--- config.mk ---
export PLATFORM = sky130hd
export DESIGN_NAME = cpu_move_responder_flat
export DESIGN_NICKNAME = d
export VERILOG_FILES = /design/src/rtl/cpu_move_if.sv /design/src/rtl/cpu_move_responder.sv /design/src/flat_wrapper.sv
export SDC_FILE = /design/constraint.sdc
export NUM_CORES = 1
export LEC_CHECK = 0
export ABC_AREA = 1
export BUFFER_PORTS_ARGS = -buffer_cell sky130_fd_sc_hd__buf_2
export CORE_UTILIZATION = 56
export CTS_BUF_LIST = sky130_fd_sc_hd__clkbuf_8
export CTS_CLUSTER_SIZE = 10
export DETAILED_ROUTE_END_ITERATION = 8
export PLACE_DENSITY = 0.77
export SLEW_MARGIN = 20
export SYNTH_ARGS = -nofsm -noshare
export SYNTH_HDL_FRONTEND = slang
export SYNTH_SLANG_ARGS = --single-unit
--- constraint.sdc ---
create_clock -name clk -period 2.8 [get_ports clk]
set_clock_uncertainty 0.15 [all_clocks]
set_input_delay 0.56 -clock clk [delete_from_list [all_inputs] [get_ports clk]]
set_output_delay 0.56 -clock clk [all_outputs]
set_load 0.03 [all_outputs]
--- src/rtl/cpu_move_if.sv ---
// Request/response bundle between the game FSM and the CPU move responder.
// Board vectors use bit i = cell i, row-major from the top-left corner.
interface cpu_move_if;
  logic       move_req;
  logic [8:0] board_p;
  logic [8:0] board_c;
  logic       busy;
  logic       move_valid;
  logic [3:0] move_idx;
  logic [8:0] move_onehot;
  logic       no_move;
  logic       cpu_wins;

  modport master (
    output move_req, board_p, board_c,
    input  busy, move_valid, move_idx, move_onehot, no_move, cpu_wins
  );

  modport slave (
    input  move_req, board_p, board_c,
    output busy, move_valid, move_idx, move_onehot, no_move, cpu_wins
  );
endinterface

--- src/rtl/cpu_move_responder.sv ---
// CPU opponent: scans one winning line per cycle (win lines, then block lines),
// falls back to a fixed preference order, and answers with a one-cycle pulse.
module cpu_move_responder #(
  parameter int RESP_DELAY = 0
) (
  input  logic         clk,
  input  logic         rst,
  cpu_move_if.slave    bus
);

  typedef enum logic [2:0] {
    S_IDLE, S_WIN, S_BLOCK, S_FALLBACK, S_WAIT, S_RESP
  } state_t;

  localparam int CW = (RESP_DELAY > 1) ? $clog2(RESP_DELAY) : 1;
  localparam logic [CW-1:0] WAIT_LAST = CW'((RESP_DELAY > 0) ? RESP_DELAY - 1 : 0);

  localparam logic [8:0] LINE_MASK [0:7] = '{
    9'h007, 9'h038, 9'h1C0, 9'h049, 9'h092, 9'h124, 9'h111, 9'h054
  };
  localparam logic [3:0] FB_ORDER [0:8] = '{
    4'd4, 4'd0, 4'd2, 4'd6, 4'd8, 4'd1, 4'd3, 4'd5, 4'd7
  };

  function automatic logic [3:0] lowest_idx(input logic [8:0] v);
    logic [3:0] idx;
    idx = '0;
    for (int i = 8; i >= 0; i--) begin
      if (v[i]) idx = 4'(i);
    end
    return idx;
  endfunction

  state_t         state_q, state_d;
  logic [2:0]     k_q, k_d;
  logic [8:0]     p_q, p_d, c_q, c_d;
  logic [CW-1:0]  wait_q, wait_d;
  logic [3:0]     choice_idx_q, choice_idx_d;
  logic           win_flag_q, win_flag_d;
  logic           none_flag_q, none_flag_d;
  logic           busy_q, busy_d;
  logic           move_valid_q, move_valid_d;
  logic           no_move_q, no_move_d;
  logic           cpu_wins_q, cpu_wins_d;
  logic [3:0]     move_idx_q, move_idx_d;
  logic [8:0]     move_onehot_q, move_onehot_d;

  logic [8:0]     empty;
  logic [7:0]     win_hit, blk_hit;
  logic [3:0]     gap_idx [0:7];
  logic           fb_found;
  logic [3:0]     fb_idx;
  logic           decided;
  logic           fire;

  // A cell claimed by both sides is simply occupied.
  assign empty = ~(p_q | c_q);

  for (genvar gi = 0; gi < 8; gi++) begin : g_line
    assign win_hit[gi] = ($countones(LINE_MASK[gi] & c_q) == 2) && ((LINE_MASK[gi] & empty) != '0);
    assign blk_hit[gi] = ($countones(LINE_MASK[gi] & p_q) == 2) && ((LINE_MASK[gi] & empty) != '0);
    assign gap_idx[gi] = lowest_idx(LINE_MASK[gi] & empty);
  end

  // Walk the preference list backwards so the earliest empty entry sticks.
  always_comb begin
    fb_found = 1'b0;
    fb_idx   = '0;
    for (int i = 8; i >= 0; i--) begin
      if (empty[FB_ORDER[i]]) begin
        fb_found = 1'b1;
        fb_idx   = FB_ORDER[i];
      end
    end
  end

  always_comb begin
    state_d      = state_q;
    k_d          = k_q;
    p_d          = p_q;
    c_d          = c_q;
    wait_d       = wait_q;
    choice_idx_d = choice_idx_q;
    win_flag_d   = win_flag_q;
    none_flag_d  = none_flag_q;
    decided      = 1'b0;

    case (state_q)
      S_IDLE: begin
        if (bus.move_req) begin
          p_d     = bus.board_p;
          c_d     = bus.board_c;
          k_d     = '0;
          state_d = S_WIN;
        end
      end
      S_WIN: begin
        if (win_hit[k_q]) begin
          choice_idx_d = gap_idx[k_q];
          win_flag_d   = 1'b1;
          none_flag_d  = 1'b0;
          decided      = 1'b1;
        end else if (k_q == 3'd7) begin
          k_d     = '0;
          state_d = S_BLOCK;
        end else begin
          k_d = k_q + 3'd1;
        end
      end
      S_BLOCK: begin
        if (blk_hit[k_q]) begin
          choice_idx_d = gap_idx[k_q];
          win_flag_d   = 1'b0;
          none_flag_d  = 1'b0;
          decided      = 1'b1;
        end else if (k_q == 3'd7) begin
          state_d = S_FALLBACK;
        end else begin
          k_d = k_q + 3'd1;
        end
      end
      S_FALLBACK: begin
        choice_idx_d = fb_idx;
        win_flag_d   = 1'b0;
        none_flag_d  = ~fb_found;
        decided      = 1'b1;
      end
      S_WAIT: begin
        if (wait_q == WAIT_LAST) state_d = S_RESP;
        else                     wait_d  = wait_q + 1'b1;
      end
      S_RESP:  state_d = S_IDLE;
      default: state_d = S_IDLE;
    endcase

    if (decided) begin
      wait_d  = '0;
      state_d = (RESP_DELAY > 0) ? S_WAIT : S_RESP;
    end

    // Outputs are registered: they are computed on the edge that enters RESP.
    fire          = (state_d == S_RESP);
    busy_d        = (state_d != S_IDLE);
    move_valid_d  = fire && !none_flag_d;
    no_move_d     = fire && none_flag_d;
    cpu_wins_d    = fire && !none_flag_d && win_flag_d;
    move_idx_d    = move_valid_d ? choice_idx_d : move_idx_q;
    move_onehot_d = move_valid_d ? (9'd1 << choice_idx_d) : 9'd0;
  end

  always_ff @(posedge clk) begin
    if (rst) begin
      state_q       <= S_IDLE;
      k_q           <= '0;
      p_q           <= '0;
      c_q           <= '0;
      wait_q        <= '0;
      choice_idx_q  <= '0;
      win_flag_q    <= 1'b0;
      none_flag_q   <= 1'b0;
      busy_q        <= 1'b0;
      move_valid_q  <= 1'b0;
      no_move_q     <= 1'b0;
      cpu_wins_q    <= 1'b0;
      move_idx_q    <= '0;
      move_onehot_q <= '0;
    end else begin
      state_q       <= state_d;
      k_q           <= k_d;
      p_q           <= p_d;
      c_q           <= c_d;
      wait_q        <= wait_d;
      choice_idx_q  <= choice_idx_d;
      win_flag_q    <= win_flag_d;
      none_flag_q   <= none_flag_d;
      busy_q        <= busy_d;
      move_valid_q  <= move_valid_d;
      no_move_q     <= no_move_d;
      cpu_wins_q    <= cpu_wins_d;
      move_idx_q    <= move_idx_d;
      move_onehot_q <= move_onehot_d;
    end
  end

  assign bus.busy        = busy_q;
  assign bus.move_valid  = move_valid_q;
  assign bus.no_move     = no_move_q;
  assign bus.cpu_wins    = cpu_wins_q;
  assign bus.move_idx    = move_idx_q;
  assign bus.move_onehot = move_onehot_q;

endmodule

--- src/flat_wrapper.sv ---
// flat-port wrapper written by rule: the top's interface ports become plain ports
module cpu_move_responder_flat 
#(
  parameter int RESP_DELAY = 0
)
  (clk, rst, bus_move_req, bus_board_p, bus_board_c, bus_busy, bus_move_valid, bus_move_idx, bus_move_onehot, bus_no_move, bus_cpu_wins);
  cpu_move_if bus_i ();
  input  logic clk;
  input  logic rst;
  input wire logic [$bits(bus_i.move_req)-1:0] bus_move_req;
  input wire logic [$bits(bus_i.board_p)-1:0] bus_board_p;
  input wire logic [$bits(bus_i.board_c)-1:0] bus_board_c;
  output wire logic [$bits(bus_i.busy)-1:0] bus_busy;
  output wire logic [$bits(bus_i.move_valid)-1:0] bus_move_valid;
  output wire logic [$bits(bus_i.move_idx)-1:0] bus_move_idx;
  output wire logic [$bits(bus_i.move_onehot)-1:0] bus_move_onehot;
  output wire logic [$bits(bus_i.no_move)-1:0] bus_no_move;
  output wire logic [$bits(bus_i.cpu_wins)-1:0] bus_cpu_wins;
  assign bus_i.move_req = bus_move_req;
  assign bus_i.board_p = bus_board_p;
  assign bus_i.board_c = bus_board_c;
  assign bus_busy = bus_i.busy;
  assign bus_move_valid = bus_i.move_valid;
  assign bus_move_idx = bus_i.move_idx;
  assign bus_move_onehot = bus_i.move_onehot;
  assign bus_no_move = bus_i.no_move;
  assign bus_cpu_wins = bus_i.cpu_wins;
  cpu_move_responder #(.RESP_DELAY(RESP_DELAY)) u_core (.clk(clk), .rst(rst), .bus(bus_i));
endmodule
## Word level (Yosys, flattened, before mapping)

Cells that the tools add are included.

| word-level totals | value |
|---|---|
| flip-flop bits (word level) | 48 |
| bits of input ports | 21 |
| output and inout port bits | 17 |
| logic and storage cells | 189 |

| operators by class | value |
|---|---|
| add/sub/neg operators | 34 |
| $lt $le $gt $ge | 2 |
| equal/unequal tests | 26 |
| shift-type cells | 1 |
| muxes and demuxes | 72 |
| bitwise logic cells | 5 |
| reductions and logical operators | 35 |

Operators by type and width:

| cell | number |
|---|---|
| $eq A32 B3 Y1 const B | 16 |
| $add A32 B1 Y32 | 10 |
| $add A1 B32 Y32 | 6 |
| $mux W4 | 28 |
| $reduce_bool A9 Y1 | 8 |
| $mux W3 | 16 |
| $add A1 B1 Y2 | 16 |
| $logic_and A1 B1 Y1 | 19 |
| $mux W1 | 18 |
| $pmux W3 S5 | 1 |
| $bmux W4 S3 | 1 |
| $pmux W4 S3 | 1 |
| $eq A3 B3 Y1 const B | 3 |
| $not A9 Y9 | 1 |
| $or A9 B9 Y9 | 1 |
| $pmux W1 S3 | 3 |
| $pmux W3 S3 | 1 |
| $shl A1 B4 Y9 const A | 1 |
| $ne A2 B2 Y1 const B | 4 |
| $bmux W1 S3 | 2 |
| $eq A3 B2 Y1 const B | 2 |
| $reduce_bool A3 Y1 | 2 |
| $reduce_and A5 Y1 | 1 |
| $ge A4 B4 Y1 const B | 1 |
| other kinds (11) | 13 |

## Longest topological paths before layout

Gate-level depths: netlist (run 1).

| depth | value |
|---|---|
| depth in word-level cells | 17 |
| gate-level depth with buffers | 20 |
| gate-level depth less buffers | 20 |

## Least setup slack after synthesis (run 1)

No wires, ideal clock.

| timing path | value |
|---|---|
| path type | reg2reg |
| start | register u_core.c_q[4] |
| end | register u_core.move_idx_q[3] (netlist: u_core.bus.move_idx[3]) |
| setup time | 114 ps |
| data arrival time | 2342 ps |
| required time | 2536 ps |
| path slack | 194 ps |
| stages on the path, launching flop included | 16 |
| path buffers | 0 |
| clock period less this slack | 2606 ps |
| cells stage by stage | dfxtp_1 -> ha_1 -> ha_1 -> ha_1 -> nor3b_1 -> nand3_1 -> nand3_1 -> nand3_4 -> nand2_1 -> nand2_1 -> nand3_1 -> nand3_1 -> nor2_1 -> inv_1 -> nand2_1 -> nand2_1 |

| on the way | value |
|---|---|
| word-level cells in the longest chain between the ends | 11 |
| elaborated cells between the ends (all ways) | 54 |
| classes of those cells | 8 x add/sub; 5 x eq/ne; 24 x mux; 3 x bitwise; 14 x reduce/logical |

Ends and longest elaborated chain:

| element | RTL line | source |
|---|---|---|
| from (decl) | cpu_move_responder.sv:36 | `logic [8:0] p_q, p_d, c_q, c_d;` |
| from (signal assigned) | cpu_move_responder.sv:156 | `c_q <= '0;` |
| from (signal assigned) | cpu_move_responder.sv:171 | `c_q <= c_d;` |
| $add A1 B1 Y2 (implied by the code) / $or A9 B9 Y9 (equally long branches) | cpu_move_responder.sv:60, cpu_move_responder.sv:57 |  |
| $add A1 B32 Y32 (implied by the code), or another cell as far along | cpu_move_responder.sv:60 | `assign win_hit[gi] = ($countones(LINE_MASK[gi] & c_q) == 2) && ((LINE_MASK[gi] & empty) != '0);` |
| $eq A32 B3 Y1 / $reduce_bool A9 Y1 (equally long branches) | cpu_move_responder.sv:60, cpu_move_responder.sv:61 |  |
| $logic_and A1 B1 Y1 (on tied branches) | cpu_move_responder.sv:60, cpu_move_responder.sv:61 |  |
| $bmux W1 S3 (on tied branches) | cpu_move_responder.sv:98, cpu_move_responder.sv:111 |  |
| $mux W1 (on tied branches) | cpu_move_responder.sv:98, cpu_move_responder.sv:111 |  |
| $mux W3, or another cell as far along | cpu_move_responder.sv:98 | `if (win_hit[k_q]) begin` |
| $pmux W3 S5 / $pmux W1 S3 (equally long branches) | cpu_move_responder.sv:88 | `case (state_q)` |
| $mux W3 | cpu_move_responder.sv:136 | `if (decided) begin` |
| $eq A3 B3 Y1 | cpu_move_responder.sv:142 | `fire = (state_d == S_RESP);` |
| $logic_and A1 B1 Y1 | cpu_move_responder.sv:144 | `move_valid_d = fire && !none_flag_d;` |
| to (signal assigned) | cpu_move_responder.sv:180 | `move_idx_q <= move_idx_d;` |
| to (decl) | cpu_move_responder.sv:45 | `logic [3:0] move_idx_q, move_idx_d;` |

Parallel ways exist; a longest one is shown, timed or not. The select of a mux whose other input is x is not followed.
A chain may end at the register's enable or synchronous reset.

## Worst setup path after layout (run 1)

| timing path | value |
|---|---|
| start | register u_core.p_q[4] |
| end | register u_core.move_onehot_q[2] (netlist: u_core.bus.move_onehot[2]) |

| on the way | value |
|---|---|
| word-level cells in the longest chain between the ends | 13 |
| elaborated cells between the ends (all ways) | 63 |
| classes of those cells | 8 x add/sub; 5 x eq/ne; 1 x shift; 30 x mux; 4 x bitwise; 15 x reduce/logical |

Ends and longest elaborated chain:

| element | RTL line | source |
|---|---|---|
| from (decl) | cpu_move_responder.sv:36 |  |
| from (signal assigned) | cpu_move_responder.sv:170 | `p_q <= p_d;` |
| $add A1 B1 Y2 (implied by the code) / $or A9 B9 Y9 (equally long branches) | cpu_move_responder.sv:61, cpu_move_responder.sv:57 |  |
| $add A1 B32 Y32 (implied by the code), or another cell as far along | cpu_move_responder.sv:61 | `assign blk_hit[gi] = ($countones(LINE_MASK[gi] & p_q) == 2) && ((LINE_MASK[gi] & empty) != '0);` |
| $eq A32 B3 Y1 / $reduce_bool A9 Y1 (equally long branches) | cpu_move_responder.sv:61, cpu_move_responder.sv:60 |  |
| $logic_and A1 B1 Y1 (on tied branches) | cpu_move_responder.sv:61, cpu_move_responder.sv:60 |  |
| $bmux W1 S3 (on tied branches) | cpu_move_responder.sv:111, cpu_move_responder.sv:98 |  |
| $mux W1 (on tied branches) | cpu_move_responder.sv:111, cpu_move_responder.sv:98 |  |
| $mux W3, or another cell as far along | cpu_move_responder.sv:111 | `if (blk_hit[k_q]) begin` |
| $pmux W3 S5 / $pmux W1 S3 (equally long branches) | cpu_move_responder.sv:88 |  |
| $mux W3 | cpu_move_responder.sv:136 |  |
| $eq A3 B3 Y1 | cpu_move_responder.sv:142 |  |
| $logic_and A1 B1 Y1 | cpu_move_responder.sv:144 |  |
| $not A1 Y1 (no source line) | - |  |
| $reduce_or A2 Y1 (no source line) | - |  |
| to (signal assigned) | cpu_move_responder.sv:181 | `move_onehot_q <= move_onehot_d;` |
| to (decl) | cpu_move_responder.sv:46 | `logic [8:0] move_onehot_q, move_onehot_d;` |

Parallel ways exist; a longest one is shown, timed or not. The select of a mux whose other input is x is not followed.

==> results of run 1 <==
## worst register-to-register path, cell delays in order (launching register included)
cell and delay [ns]:
dfxtp_4 0.37, buf_12 0.14, buf_6 0.12, fa_1 0.44
nor2_1 0.12, nand2_1 0.07, nor2_1 0.13, nand2_1 0.06
nand2_1 0.05, nand2_1 0.05, nand2_2 0.08, inv_4 0.05
nand3_4 0.10, nand3_4 0.12, nand2_4 0.13, nand3_4 0.12
nor2_8 0.18, nand3_4 0.11, nor2_4 0.11
## cell usage after synthesis (all sizes together), types with 2 or more instances
cell / n
o21ai: 34
ha: 50
o211ai: 2
inv: 56
dfxtp: 47
a21oi: 32
nor3: 4
fa: 16
clkbuf: 6
nor4: 2
nand3: 54
nor3b: 7
or2: 2
o21a: 2
buf: 4
o31ai: 2
nor2: 64
nand2: 87
nand4: 3
## final cells by class
type	count	share of cell area, %
timing repair buffer	74	10.9
tap	77	2.11
clock inverter	3	1.01
inverter	57	4.85
clock buffer	5	1.51
multi-input combinational	366	58.3
sequential	47	21.3
## sequential cells by signal (all words and copies together) (netlist names)
register / flops
u_core.bus.busy: 1
u_core.bus.cpu_wins: 1
u_core.bus.move_idx: 4
u_core.bus.move_onehot: 9
u_core.bus.move_valid: 1
u_core.bus.no_move: 1
u_core.c_q: 9
u_core.choice_idx_q: 4
u_core.k_q: 3
u_core.none_flag_q: 1
u_core.p_q: 9
u_core.state_q: 3
u_core.win_flag_q: 1
## kinds of logic (layout without fill, tap and decap cells)
| kind of cell | after synthesis | after routing | synth area share (%) |
|---|---|---|---|
| flops | 47 | 47 | 25.6 |
| fa+ha+maj | 66 | 66 | 25.7 |
| compound gates | 77 | 77 | 11.3 |
| simple gates | 223 | 223 | 29.8 |
| buf+inv | 67 | 139 | 7.62 |
## worst max-delay path by stage
| stage | from | to | slack, ns |
|---|---|---|---|
| 6_report | u_core.p_q[4]$_SDFFE_PP0P_ | u_core.bus.move_onehot[2]$_SDFF_PP0_ | 0.06 |
| 5_1_grt | u_core.p_q[0]$_SDFFE_PP0P_ | u_core.bus.move_onehot[2]$_SDFF_PP0_ | -0.06 |
| 4_1_cts | u_core.p_q[4]$_SDFFE_PP0P_ | u_core.bus.move_onehot[2]$_SDFF_PP0_ | 0.0007 |
| 3_5_place_dp | u_core.p_q[0]$_SDFFE_PP0P_ | u_core.bus.move_onehot[2]$_SDFF_PP0_ | -0.06 |
| 3_3_place_gp | u_core.p_q[0]$_SDFFE_PP0P_ | u_core.bus.move_onehot[1]$_SDFF_PP0_ | 0.03 |
| 2_1_floorplan | u_core.c_q[4]$_SDFFE_PP0P_ | u_core.bus.move_idx[3]$_SDFFE_PP0P_ | 0.19 |
## stage by stage
stage	hold slack [ns]	TNS, ns	total power (W)	setup WS (ns)	std cells
floorplan	0.363	0	0.00254	0.194	480
global placement	0.303	0	0.00318	0.0303	614
detailed placement	0.306	-0.336	0.00325	-0.0601	614
CTS	0.319	0	0.00380	0.000707	624
finish	0.318	0	0.00407	0.0552	629
global route	0.352	-0.404	0.00442	-0.0629	629
## routing by layer
metal	part of all wire [%]	global-route usage, %	vias to the layer above
li1	-	-	1718
met1	46	38.7	1628
met2	47	43.8	125
met3	6.4	3.88	9
met4	0.96	8.46	0
met5	0	0	-
## power groups by stage
stage,Clock [W],Combinational (W),Sequential (W)
final,0.000526,0.00248,0.00106
after global routing,0.000564,0.00277,0.00109
after CTS,0.000536,0.00223,0.00104
after detailed placement,0,0.00220,0.00105
after global placement,0,0.00214,0.00104
after floorplan,0,0.00141,0.00113
## placed cells by master (no fill, tap or decap), types with 3 or more instances in the layout
cell,netlist,layout
nand2_4,1,3
buf_2,1,37
dfxtp_4,0,5
buf_4,1,33
clkbuf_8,0,5
dfxtp_2,0,11
inv_1,43,42
nor3_1,3,3
nand3_1,44,39
nor2_4,2,4
fa_1,16,16
nor2_2,1,3
nand2_2,7,10
nor3b_2,0,6
nand2_1,79,74
ha_2,0,3
nand3_4,3,7
ha_4,0,5
dfxtp_1,47,31
ha_1,50,42
nor2_1,60,56
nand3_2,7,8
inv_2,12,12
a21oi_1,31,31
o21ai_0,32,32
## what timing repair did
item,4_1_cts,5_1_grt
gates resized for setup,5,59
pin swaps,2,25
hold buffers,0,0
endpoints found under the setup margin,14,24
buffers inserted,2,5
==> impl_metrics.csv, run 1 <==
group,metric,value,unit
sta,setup_viol,0,
worst_setup_path,critPathSlowestCell,"fa_1",
logic_synthesis,synthesis.area,0.00368,mm²
flow_run,max_cap_viol_count,0,
power_and_ir_drop,p_int,0.00206,W
min_path,hold_path_depth,2,
sta,finalHoldViolations,0,
min_path,hold_path_class,"register to register",
clocking,cts_made_buffers,5,
floorplanning,ios,38,
worst_setup_path,critical-path-max-stage-delay,0.44,ns
clocking,clkTransAtPathRegs,0.10,ns
sta,slew_viol_final,0,
clocking,cts_sinks,47,
logic_synthesis,synth-seq-cells,47,
worst_setup_path,crit_type,"register to register",
floorplanning,fp.dieH,83.1,µm
logic_synthesis,synth_top_area_share,25.6,%
power_and_ir_drop,power_density,890,mW/mm²
worst_setup_path,crit_path_end_kind,"register",
logic_synthesis,yosys_warnings,0,
cells_and_area,diodes,0,
logic_synthesis,yosys.area.top_type,"dfxtp_1",
worst_setup_path,cp-start-kind,"register",
routing,drt_wl_total,9310,µm
floorplanning,die-area,0.00690,mm²
worst_setup_path,crit_required,2.90,ns
routing,dr.first_iter.drc_count,241,
worst_setup_path,reg2reg_from,"u_core.p_q[4]$_SDFFE_PP0P_",
clocking,h-tree-depth,2,
placement,numPortBuffers,37,
floorplanning,start_util,58.0,%
grt,grt_max_degree,37,
grt,grt_usage,27.5,%
clocking,cts_tree,"done",
logic_synthesis,avgSynthCellArea,7.67,µm²
worst_setup_path,path_delay_family,"simple AND/OR/NAND/NOR gates",
power_and_ir_drop,clockPowerShare,12.9,%
sta,period_needed,2.74,ns
logic_synthesis,synth_nets,567,
routing,viasPerCell,5.53,
cells_and_area,drive_gt1_share,29.9,%
routing,wl_per_cell,14.8,µm
cells_and_area,stdcell_area,0.00457,mm²
power_and_ir_drop,power_leakage,2.30,nW
clocking,insertion_delay,0.31,ns
sta,fmax,364,MHz
worst_setup_path,r2r_end,"u_core.bus.move_onehot[2]$_SDFF_PP0_",
grt,grt_pass1_wl,15300,µm
sta,maxSlewHeadroom,54.6,%
cells_and_area,finalNetCount,638,
logic_synthesis,netlist_instances,480,
cells_and_area,multi_input_area,0.00266,mm²
power_and_ir_drop,power_switching,0.00201,W
routing,dr_total_vias,3480,
power_and_ir_drop,swShare,49.4,%
floorplanning,coreArea,0.00635,mm²
placement,dpl_cell_area,0.00415,mm²
routing,drc,0,
logic_synthesis,ys.flop_type,"dfxtp_1",
worst_setup_path,rrSetupSlack,0.06,ns
routing,ant_nets,0,
power_and_ir_drop,peakVddDrop,0.530,mV
clocking,cts-root-to-sink-buffers,2,
power_and_ir_drop,p_comb_share,61.0,%
placement,place_congestion,0.962,
min_path,hold_end,"u_core.bus.move_idx[2]$_SDFFE_PP0P_",
worst_setup_path,crit_arrival,2.85,ns
clocking,cts_root_buf,"clkbuf_8",
logic_synthesis,async_flop_share,0,%
floorplanning,die-width,83.1,µm
worst_setup_path,path_buf_inv,3,
min_path,worstHoldStart,"u_core.bus.move_idx[2]$_SDFFE_PP0P_",
worst_setup_path,crit_path_cell_trace,"buf_12, buf_6, fa_1, nor2_1, nand2_1, nor2_1, nand2_1, nand2_1, nand2_1, nand2_2, inv_4, nand3_4, nand3_4, nand2_4, nand3_4, nor2_8, nand3_4, nor2_4",
logic_synthesis,netlist-cell-type-count,41,
worst_setup_path,cp_max_fo,5,
power_and_ir_drop,p_seq_share,26.1,%
worst_setup_path,r2r_cells,18,
routing,first_pass_iters,5,
cells_and_area,post-route-util,71.9,%
placement,dp_hpwl,7070,µm
logic_synthesis,synthTopCellsByArea,"dfxtp_1, ha_1, fa_1, nand2_1, nor2_1",
logic_synthesis,seq_area_frac_synth,25.6,%
sta,worst_pin_slew,0.680,ns
cells_and_area,regArea,973,µm²
sta,period_share,98.0,%
grt,grt_pass1_vias,3309,
cells_and_area,nFillCells,496,
worst_setup_path,worstSetupPathDepth,18,
grt,antenna_found_initial,0,
status,outcome,"finished, final reports clean",
logic_synthesis,synth_edf_count,0,
grt,grt_remaining_overflow,0,
sta,rsz0062_at_grt,"yes",
floorplanning,rows,29,
cells_and_area,syn_to_final_growth,24.1,%
Note: power is estimated with default switching activity, not from simulation.
==> run 2: changes to the inputs <==
--- a/config.mk
+++ b/config.mk
@@ -5,13 +5,12 @@
 export SDC_FILE = /design/constraint.sdc
 export NUM_CORES = 1
 export LEC_CHECK = 0
-export ABC_AREA = 1
 export BUFFER_PORTS_ARGS = -buffer_cell sky130_fd_sc_hd__buf_2
-export CORE_UTILIZATION = 56
+export CORE_UTILIZATION = 55
 export CTS_BUF_LIST = sky130_fd_sc_hd__clkbuf_8
 export CTS_CLUSTER_SIZE = 10
 export DETAILED_ROUTE_END_ITERATION = 8
-export PLACE_DENSITY = 0.77
+export PLACE_DENSITY = 0.76
 export SLEW_MARGIN = 20
 export SYNTH_ARGS = -nofsm -noshare
 export SYNTH_HDL_FRONTEND = slang
==> impl_metrics.csv, run 2 <==
group,metric,value,unit
grt,use_met3,6.04,%
placement,dp_hpwl,8090,µm
clocking,cts-root-to-sink-buffers,2,
worst_setup_path,cp-start-kind,"register",
logic_synthesis,synth-seq-cells,47,
worst_setup_path,reg2reg_from,"u_core.p_q[0]$_SDFFE_PP0P_",
floorplanning,coreArea,0.00606,mm²
logic_synthesis,yosys-top-cells-count,"ha_1, dfxtp_1, nand2_1",
power_and_ir_drop,clockPowerShare,32.3,%
logic_synthesis,synth_edf_count,0,
floorplanning,start_util,58.7,%
cells_and_area,fin_cells,627,
logic_synthesis,synthTopCellsByArea,"dfxtp_1, ha_1, fa_1, nand2_1, nor2_1",
power_and_ir_drop,p_seq_share,37.6,%
cells_and_area,post-route-util,88.0,%
floorplanning,rows,28,
logic_synthesis,ys.flop_type,"dfxtp_1",
sta,worst_pin_slew,0.799,ns
sta,period_needed,3.49,ns
routing,ant_nets,0,
sta,period_share,125,%
logic_synthesis,synth_nets,495,
placement,place_congestion,0.967,
min_path,hold_path_class,"input port to register",
worst_setup_path,crit_required,2.87,ns
logic_synthesis,synth_most_common_cell,"ha_1",
sta,rsz0062_at_grt,"yes",
flow_run,max_cap_viol_count,0,
grt,use_met1,48.8,%
cells_and_area,finalNetCount,637,
worst_setup_path,critPathSlowestCell,"fa_1",
power_and_ir_drop,power_switching,0.000657,W
min_path,hold_end,"u_core.p_q[3]$_SDFFE_PP0P_",
logic_synthesis,synthesis.area,0.00356,mm²
clocking,clkTransAtPathRegs,0.10,ns
min_path,hold_path_depth,3,
worst_setup_path,path_delay_family,"simple AND/OR/NAND/NOR gates",
worst_setup_path,rrSetupSlack,-0.69,ns
placement,placed_cells,597,
cells_and_area,mostFrequentLayoutCells,"buf_4, nand2_1, ha_1",
power_and_ir_drop,swShare,33.1,%
logic_synthesis,netlist_instances,408,
cells_and_area,final_common_cell,"buf_4",
status,outcome,"complete, but fails checks",
worst_setup_path,crit_path_end_kind,"register",
cells_and_area,drive_gt1_share,45.0,%
status,violations,"setup timing",
power_and_ir_drop,peakVddDrop,0.351,mV
floorplanning,die-area,0.00679,mm²
power_and_ir_drop,power_leakage,2.45,nW
logic_synthesis,async_flop_share,0,%
sta,slew_viol_final,0,
clocking,insertion_delay,0.32,ns
routing,dr.first_iter.drc_count,552,
grt,met2_usage,60.0,%
logic_synthesis,yosys.area.top_type,"dfxtp_1",
sta,maxSlewHeadroom,46.7,%
clocking,cts_root_buf,"clkbuf_8",
logic_synthesis,avgSynthCellArea,8.72,µm²
worst_setup_path,crit_type,"register to register",
routing,drc,0,
worst_setup_path,critical-path-max-stage-delay,0.50,ns
grt,grt_usage,36.5,%
placement,numPortBuffers,37,
placement,place_ws,-0.640,ns
logic_synthesis,synth_top_area_share,26.5,%
power_and_ir_drop,p_comb_share,30.2,%
grt,grt_pass1_vias,3642,
grt,grt_busiest_layer,"met2",
cells_and_area,syn_to_final_growth,49.9,%
worst_setup_path,r2r_end,"u_core.bus.move_onehot[0]$_SDFF_PP0_",
sta,fmax,286,MHz
grt,antenna_found_initial,1,
logic_synthesis,yosys_warnings,0,
grt,grt_remaining_overflow,0,
clocking,cts_sinks,47,
logic_synthesis,seq_area_frac_synth,26.5,%
worst_setup_path,crit_arrival,3.57,ns
routing,first_pass_iters,6,
worst_setup_path,cp_max_fo,7,
routing,dr_total_vias,4158,
grt,grt_pass1_wl,18300,µm
clocking,h-tree-depth,2,
power_and_ir_drop,power_density,372,mW/mm²
logic_synthesis,netlist-cell-type-count,58,
min_path,worstHoldStart,"bus_board_p[3]",
routing,drt_wl_total,14400,µm
routing,wl_per_cell,23.0,µm
floorplanning,die-width,82.4,µm
clocking,cts_tree,"done",
power_and_ir_drop,p_int,0.00133,W
worst_setup_path,crit_path_cell_trace,"buf_4, fa_1, nor4bb_1, o21ai_1, a21oi_2, o21ai_4, o311a_1, or4_4, nand3b_4, nor3_2",
clocking,cts_made_buffers,5,
floorplanning,fp.dieH,82.4,µm
routing,viasPerCell,6.63,
sta,setup_slack,-0.695,ns
worst_setup_path,r2r_cells,10,
floorplanning,ios,38,
sta,finalHoldViolations,0,
sta,setup_viol,29,
worst_setup_path,path_buf_inv,1,
grt,grt_max_degree,37,
-- run 2: cell types whose count changed after synthesis, moves of 17 or more --
| cell | change |
|---|---|
| nand2_1 | -32 |
| nand3_1 | -35 |
| o21ai_0 | -18 |
| nor3_1 | +17 |
| nor2_1 | -18 |
| inv_1 | -38 |
-- run 2: how the worst max path moves through the flow --
stage	start	to	slack [ns]	cells after the start
finish	u_core.p_q[0]$_SDFFE_PP0P_	u_core.bus.move_onehot[0]$_SDFF_PP0_	-0.69	10
global route	u_core.p_q[4]$_SDFFE_PP0P_	u_core.bus.move_onehot[8]$_SDFF_PP0_	-0.73	11
CTS	u_core.c_q[0]$_SDFFE_PP0P_	u_core.bus.move_onehot[8]$_SDFF_PP0_	-0.37	12
detailed placement	u_core.c_q[0]$_SDFFE_PP0P_	u_core.bus.move_onehot[3]$_SDFF_PP0_	-0.64	13
global placement	u_core.c_q[4]$_SDFFE_PP0P_	u_core.bus.move_onehot[8]$_SDFF_PP0_	-0.48	11
floorplan	u_core.p_q[4]$_SDFFE_PP0P_	u_core.bus.move_onehot[8]$_SDFF_PP0_	-0.31	12
-- run 2: logic make-up (layout without fill, tap and decap cells) --
| kind of cell | after synthesis | count (layout) | synth area share (%) |
|---|---|---|---|
| compound gates | 94 | 94 | 17.2 |
| buf+inv | 23 | 166 | 2.57 |
| mux | 5 | 5 | 1.41 |
| simple gates | 173 | 173 | 25.7 |
| fa+ha+maj | 66 | 66 | 26.6 |
| other cells | 0 | 1 | 0 |
| flops | 47 | 47 | 26.5 |
-- run 2: what timing repair did --
action                                  in CTS  in global routing
endpoints found under the setup margin      28                 29
pin swaps                                    8                 14
setup buffers                               14                  9
resized for setup                           55                 49
gates cloned                                 0                  0
hold buffers                                 0                  0
-- run 2: per-layer routing --
metal	up-vias	wire length, µm
met1	1988	5540
met5	-	0
li1	1770	-
met3	79	1270
met2	321	6920
met4	0	705
-- run 2: stage by stage --
| step | total power [W] | setup TNS, ns | cell area [µm²] | hold slack (ns) |
|---|---|---|---|---|
| floorplan | 0.00100 | -2.01 | 3630 | 0.320 |
| global placement | 0.00122 | -8.14 | 4560 | 0.333 |
| detailed placement | 0.00123 | -10.59 | 4560 | 0.341 |
| CTS | 0.00189 | -4.50 | 5040 | 0.321 |
| global route | 0.00204 | -13.98 | 5330 | 0.333 |
| finish | 0.00198 | -12.44 | 5330 | 0.326 |
-- run 2: area by class of cell --
class	instances	area, µm²
multi-input combinational	338	2970
timing repair buffer	152	1120
sequential	47	980
fill	290	729
tap	75	93.8
clock inverter	3	71.3
clock buffer	5	68.8
inverter	6	22.5
antenna	1	2.50
-- run 2: power groups by stage --
stage	sequential (W)	clock, W	combinational (W)
floorplan	0.000774	0	0.000227
global placement	0.000754	0	0.000464
detailed placement	0.000757	0	0.000478
CTS	0.000739	0.000631	0.000523
global route	0.000749	0.000655	0.000636
finish	0.000745	0.000640	0.000598
-- run 2: tightest hold or removal path: cells and delay by family --
family	cells	cell delay, ns
buf+inv	1	0.10
simple gates	1	0.05
compound gates	1	0.05
==> run 3: changes to the inputs <==
--- a/config.mk
+++ b/config.mk
@@ -6,11 +6,13 @@
 export NUM_CORES = 1
 export LEC_CHECK = 0
 export BUFFER_PORTS_ARGS = -buffer_cell sky130_fd_sc_hd__buf_2
-export CORE_UTILIZATION = 55
+export CELL_PAD_IN_SITES_DETAIL_PLACEMENT = 2
+export CELL_PAD_IN_SITES_GLOBAL_PLACEMENT = 2
+export CORE_UTILIZATION = 34
 export CTS_BUF_LIST = sky130_fd_sc_hd__clkbuf_8
 export CTS_CLUSTER_SIZE = 10
 export DETAILED_ROUTE_END_ITERATION = 8
-export PLACE_DENSITY = 0.76
+export PLACE_DENSITY = 0.77
 export SLEW_MARGIN = 20
 export SYNTH_ARGS = -nofsm -noshare
 export SYNTH_HDL_FRONTEND = slang
==> impl_metrics.csv, run 3 <==
group,metric,value,unit
logic_synthesis,netlist_instances,408,
grt,antenna_found_initial,1,
logic_synthesis,ys.flop_type,"dfxtp_1",
logic_synthesis,synth_nets,495,
clocking,cts_root_buf,"clkbuf_8",
placement,numPortBuffers,37,
floorplanning,ios,38,
logic_synthesis,avgSynthCellArea,8.72,µm²
logic_synthesis,yosys-top-cells-count,"ha_1, dfxtp_1, nand2_1",
floorplanning,die-width,104,µm
logic_synthesis,synthesis.area,0.00356,mm²
logic_synthesis,synthTopCellsByArea,"dfxtp_1, ha_1, fa_1, nand2_1, nor2_1",
logic_synthesis,synth_top_area_share,26.5,%
grt,grt_usage,73.2,%
status,firstError,"[ERROR GRT-0232] Routing congestion too high. Check the congestion heatmap in the GUI.",
clocking,cts-root-to-sink-buffers,2,
logic_synthesis,async_flop_share,0,%
clocking,cts_made_buffers,5,
status,stop_stage,"global routing (5_1_grt)",
clocking,cts_sinks,47,
logic_synthesis,yosys.area.top_type,"dfxtp_1",
floorplanning,start_util,35.7,%
grt,grt_remaining_overflow,152,
logic_synthesis,yosys_warnings,0,
logic_synthesis,netlist-cell-type-count,58,
grt,grt_max_degree,24,
sta,worstEpCategory,"register input",
clocking,h-tree-depth,2,
floorplanning,fp.dieH,104,µm
logic_synthesis,synth-seq-cells,47,
placement,dp_hpwl,12000,µm
floorplanning,rows,36,
placement,place_congestion,0.894,
status,outcome,"aborted with a tool error",
logic_synthesis,synth_edf_count,0,
logic_synthesis,seq_area_frac_synth,26.5,%
sta,grt-worst-endpoint,"u_core.bus.move_onehot[8]$_SDFF_PP0_/D",
logic_synthesis,synth_most_common_cell,"ha_1",
run 3: cell counts after synthesis:
Identical to the previous run, type by type.
run 3: repair_timing:
item / in CTS
resized for setup: 97
setup buffers: 22
hold buffers: 0
hold endpoints to repair: 0
setup endpoints to repair: 29
pin swaps: 30
run 3: kinds of logic after synthesis:
group	count (synthesis)	synth area share [%]
buffers and inverters	23	2.57
adder cells (fa/ha/maj)	66	26.6
flip-flops	47	26.5
multiplexers	5	1.41
AND/OR/NAND/NOR	173	25.7
AO/OA/AOI/OAI	94	17.2
run 3: stage by stage:
stage	instance area, µm²	hold WS (ns)	util [%]	setup WS, ns	cells
after detailed placement	4720	0.337	47.4	-0.747	660
after floorplan	3630	0.320	-	-0.312	408
after global placement	4720	0.325	47.4	-0.547	660
after CTS	5440	0.290	54.7	-0.515	689
run 3: layer usage:
metal | GRT overflow | global-route usage, %
met4 | 72 | 82.2
met1 | 0 | 74.4
met5 | 0 | 4.76
met2 | 80 | 93.6
met3 | 0 | 47.8
==> run 4: changes to the inputs <==
--- a/config.mk
+++ b/config.mk
@@ -6,13 +6,9 @@
 export NUM_CORES = 1
 export LEC_CHECK = 0
 export BUFFER_PORTS_ARGS = -buffer_cell sky130_fd_sc_hd__buf_2
-export CELL_PAD_IN_SITES_DETAIL_PLACEMENT = 2
-export CELL_PAD_IN_SITES_GLOBAL_PLACEMENT = 2
-export CORE_UTILIZATION = 34
-export CTS_BUF_LIST = sky130_fd_sc_hd__clkbuf_8
-export CTS_CLUSTER_SIZE = 10
+export CORE_UTILIZATION = 40
 export DETAILED_ROUTE_END_ITERATION = 8
-export PLACE_DENSITY = 0.77
+export PLACE_DENSITY_LB_ADDON = 0.15
 export SLEW_MARGIN = 20
 export SYNTH_ARGS = -nofsm -noshare
 export SYNTH_HDL_FRONTEND = slang
==> constraint.sdc (replaced) <==
create_clock -name clk -period 3.64 [get_ports clk]
set_clock_uncertainty 0.15 [all_clocks]
set_input_delay 0.728 -clock clk [delete_from_list [all_inputs] [get_ports clk]]
set_output_delay 0.728 -clock clk [all_outputs]
set_load 0.03 [all_outputs]
==> impl_metrics.csv, run 4 (synthesized netlist as in run 2, its figures left out) <==
group,metric,value,unit
sta,period_share,93.4,%
power_and_ir_drop,p_comb_share,22.3,%
clocking,clkTransAtPathRegs,0.10,ns
grt,antenna_found_initial,0,
power_and_ir_drop,p_int,0.000939,W
clocking,ctsHoldBuffers,0,
worst_setup_path,path_buf_inv,2,
worst_setup_path,path_delay_family,"simple AND/OR/NAND/NOR gates",
sta,period_needed,3.40,ns
power_and_ir_drop,power_density,320,mW/mm²
sta,setup_slack,0.239,ns
min_path,hold_path_class,"register to register",
cells_and_area,finalNetCount,553,
grt,grt_max_degree,37,
clocking,h-tree-depth,2,
routing,drt_wl_total,9660,µm
sta,rsz0062_at_grt,"no",
power_and_ir_drop,swShare,31.3,%
floorplanning,die-width,96.3,µm
sta,maxSlewHeadroom,48.2,%
worst_setup_path,critical-path-max-stage-delay,0.45,ns
cells_and_area,syn_to_final_growth,19.9,%
clocking,cts_root_buf,"clkbuf_8",
routing,dr_total_vias,3293,
power_and_ir_drop,clockPowerShare,35.7,%
cells_and_area,diodes,0,
worst_setup_path,crit_arrival,3.49,ns
routing,wl_per_cell,16.8,µm
placement,place_ws,0.0811,ns
routing,viasPerCell,5.73,
cells_and_area,mostFrequentLayoutCells,"ha_1, nand2_1, nor2_1",
sta,worst_pin_slew,0.774,ns
routing,ant_nets,0,
floorplanning,rows,34,
power_and_ir_drop,power_switching,0.000427,W
floorplanning,coreArea,0.00868,mm²
grt,grt_pass1_vias,3024,
routing,dr.first_iter.drc_count,223,
sta,finalHoldViolations,0,
clocking,insertion_delay,0.32,ns
sta,tns,0,ns
floorplanning,fp.dieH,96.3,µm
grt,grt_pass1_wl,15700,µm
clocking,cts_made_buffers,5,
placement,numPortBuffers,37,
routing,first_pass_iters,4,
worst_setup_path,crit_type,"register to register",
worst_setup_path,critPathSlowestCell,"or4_1",
cells_and_area,drive_gt1_share,22.3,%
placement,dp_hpwl,7260,µm
worst_setup_path,crit_required,3.73,ns
status,outcome,"finished, final reports clean",
cells_and_area,final_common_cell,"ha_1",
worst_setup_path,crit_path_cell_trace,"buf_4, ha_1, ha_1, ha_1, nor4b_2, o21ai_0, nand3_1, o21ai_2, o311a_1, or4_1, buf_4, a21o_1, nor3_1",
floorplanning,ios,38,
power_and_ir_drop,peakVddDrop,0.180,mV
cells_and_area,post-route-util,49.1,%
clocking,cts-root-to-sink-buffers,2,
floorplanning,start_util,41.0,%
routing,drc,0,
worst_setup_path,cp-start-kind,"register",
clocking,cts_tree,"done",
grt,grt_remaining_overflow,0,
power_and_ir_drop,power_leakage,1.96,nW
sta,setup_viol,0,
floorplanning,die-area,0.00927,mm²
sta,fmax,294,MHz
sta,slew_viol_final,0,
worst_setup_path,cpMostUsedCell,"ha_1",
flow_run,max_cap_viol_count,0,
power_and_ir_drop,power.total,0.00137,W
power_and_ir_drop,p_seq_share,42.1,%
worst_setup_path,cp_max_fo,9,
clocking,cts_sinks,47,
worst_setup_path,crit_path_end_kind,"register",
placement,place_congestion,0.938,
grt,grt_usage,22.3,%
==> run 4: final timing paths <==
| path | startpoint | end | slack [ns] | cells after the start |
|---|---|---|---|---|
| hold / removal | u_core.bus.move_idx[0]$_SDFFE_PP0P_ | u_core.bus.move_idx[0]$_SDFFE_PP0P_ | 0.35 | 2 |
| hold reg to reg | u_core.bus.move_idx[0]$_SDFFE_PP0P_ | u_core.bus.move_idx[0]$_SDFFE_PP0P_ | 0.35 | 2 |
| setup reg to reg | u_core.p_q[4]$_SDFFE_PP0P_ | u_core.bus.move_onehot[4]$_SDFF_PP0_ | 0.24 | 13 |
| setup / recovery | u_core.p_q[4]$_SDFFE_PP0P_ | u_core.bus.move_onehot[4]$_SDFF_PP0_ | 0.24 | 13 |
==> run 4: per-stage QoR <==
| step | hold WS [ns] | area, µm² | cells |
|---|---|---|---|
| floorplan | 0.320 | 3560 | 408 |
| global route | 0.381 | 4260 | 575 |
| global placement | 0.336 | 4060 | 567 |
| finish | 0.350 | 4260 | 575 |
| detailed placement | 0.338 | 4060 | 567 |
| CTS | 0.353 | 4200 | 575 |
==> run 4: power by group through the flow <==
| stage | logic (W) | clock network, W | registers [W] |
|---|---|---|---|
| after floorplan | 0.000171 | 0 | 0.000594 |
| after global placement | 0.000290 | 0 | 0.000585 |
| after detailed placement | 0.000295 | 0 | 0.000586 |
| after CTS | 0.000296 | 0.000502 | 0.000574 |
| after global routing | 0.000343 | 0.000519 | 0.000581 |
| final | 0.000304 | 0.000488 | 0.000575 |
==> run 4: repair_timing <==
| item | 4_1_cts | 5_1_grt |
|---|---|---|
| gates resized for setup | 0 | 19 |
| setup buffers | 0 | 0 |
| endpoints found under the hold margin | 0 | 0 |
| endpoints found under the setup margin | 0 | 15 |
==> run 4: tightest hold or removal path: cells and delay by family, from the launching register on <==
kind	cells	cell delay [ns]
flops	1	0.32
simple gates	2	0.15
==> run 4: layer usage <==
layer  share of wire, %  vias up  GRT usage, %  wire length [µm]
met2                 46      100          34.6              4440
met3                4.9       14          3.40               475
met4                1.4        0          5.97               138
met5                  0        -             0                 0
met1                 48     1579          32.0              4610
li1                   -     1600             -                 -
==> run 4: area by class of cell <==
class | count | area (µm²)
clock buffers | 5 | 68.8
clock inverters | 3 | 71.3
fillers | 884 | 4410
inverters | 6 | 22.5
multi-input cells | 338 | 2580
flip-flops and latches | 47 | 952
well taps | 108 | 135
repair buffers | 68 | 430
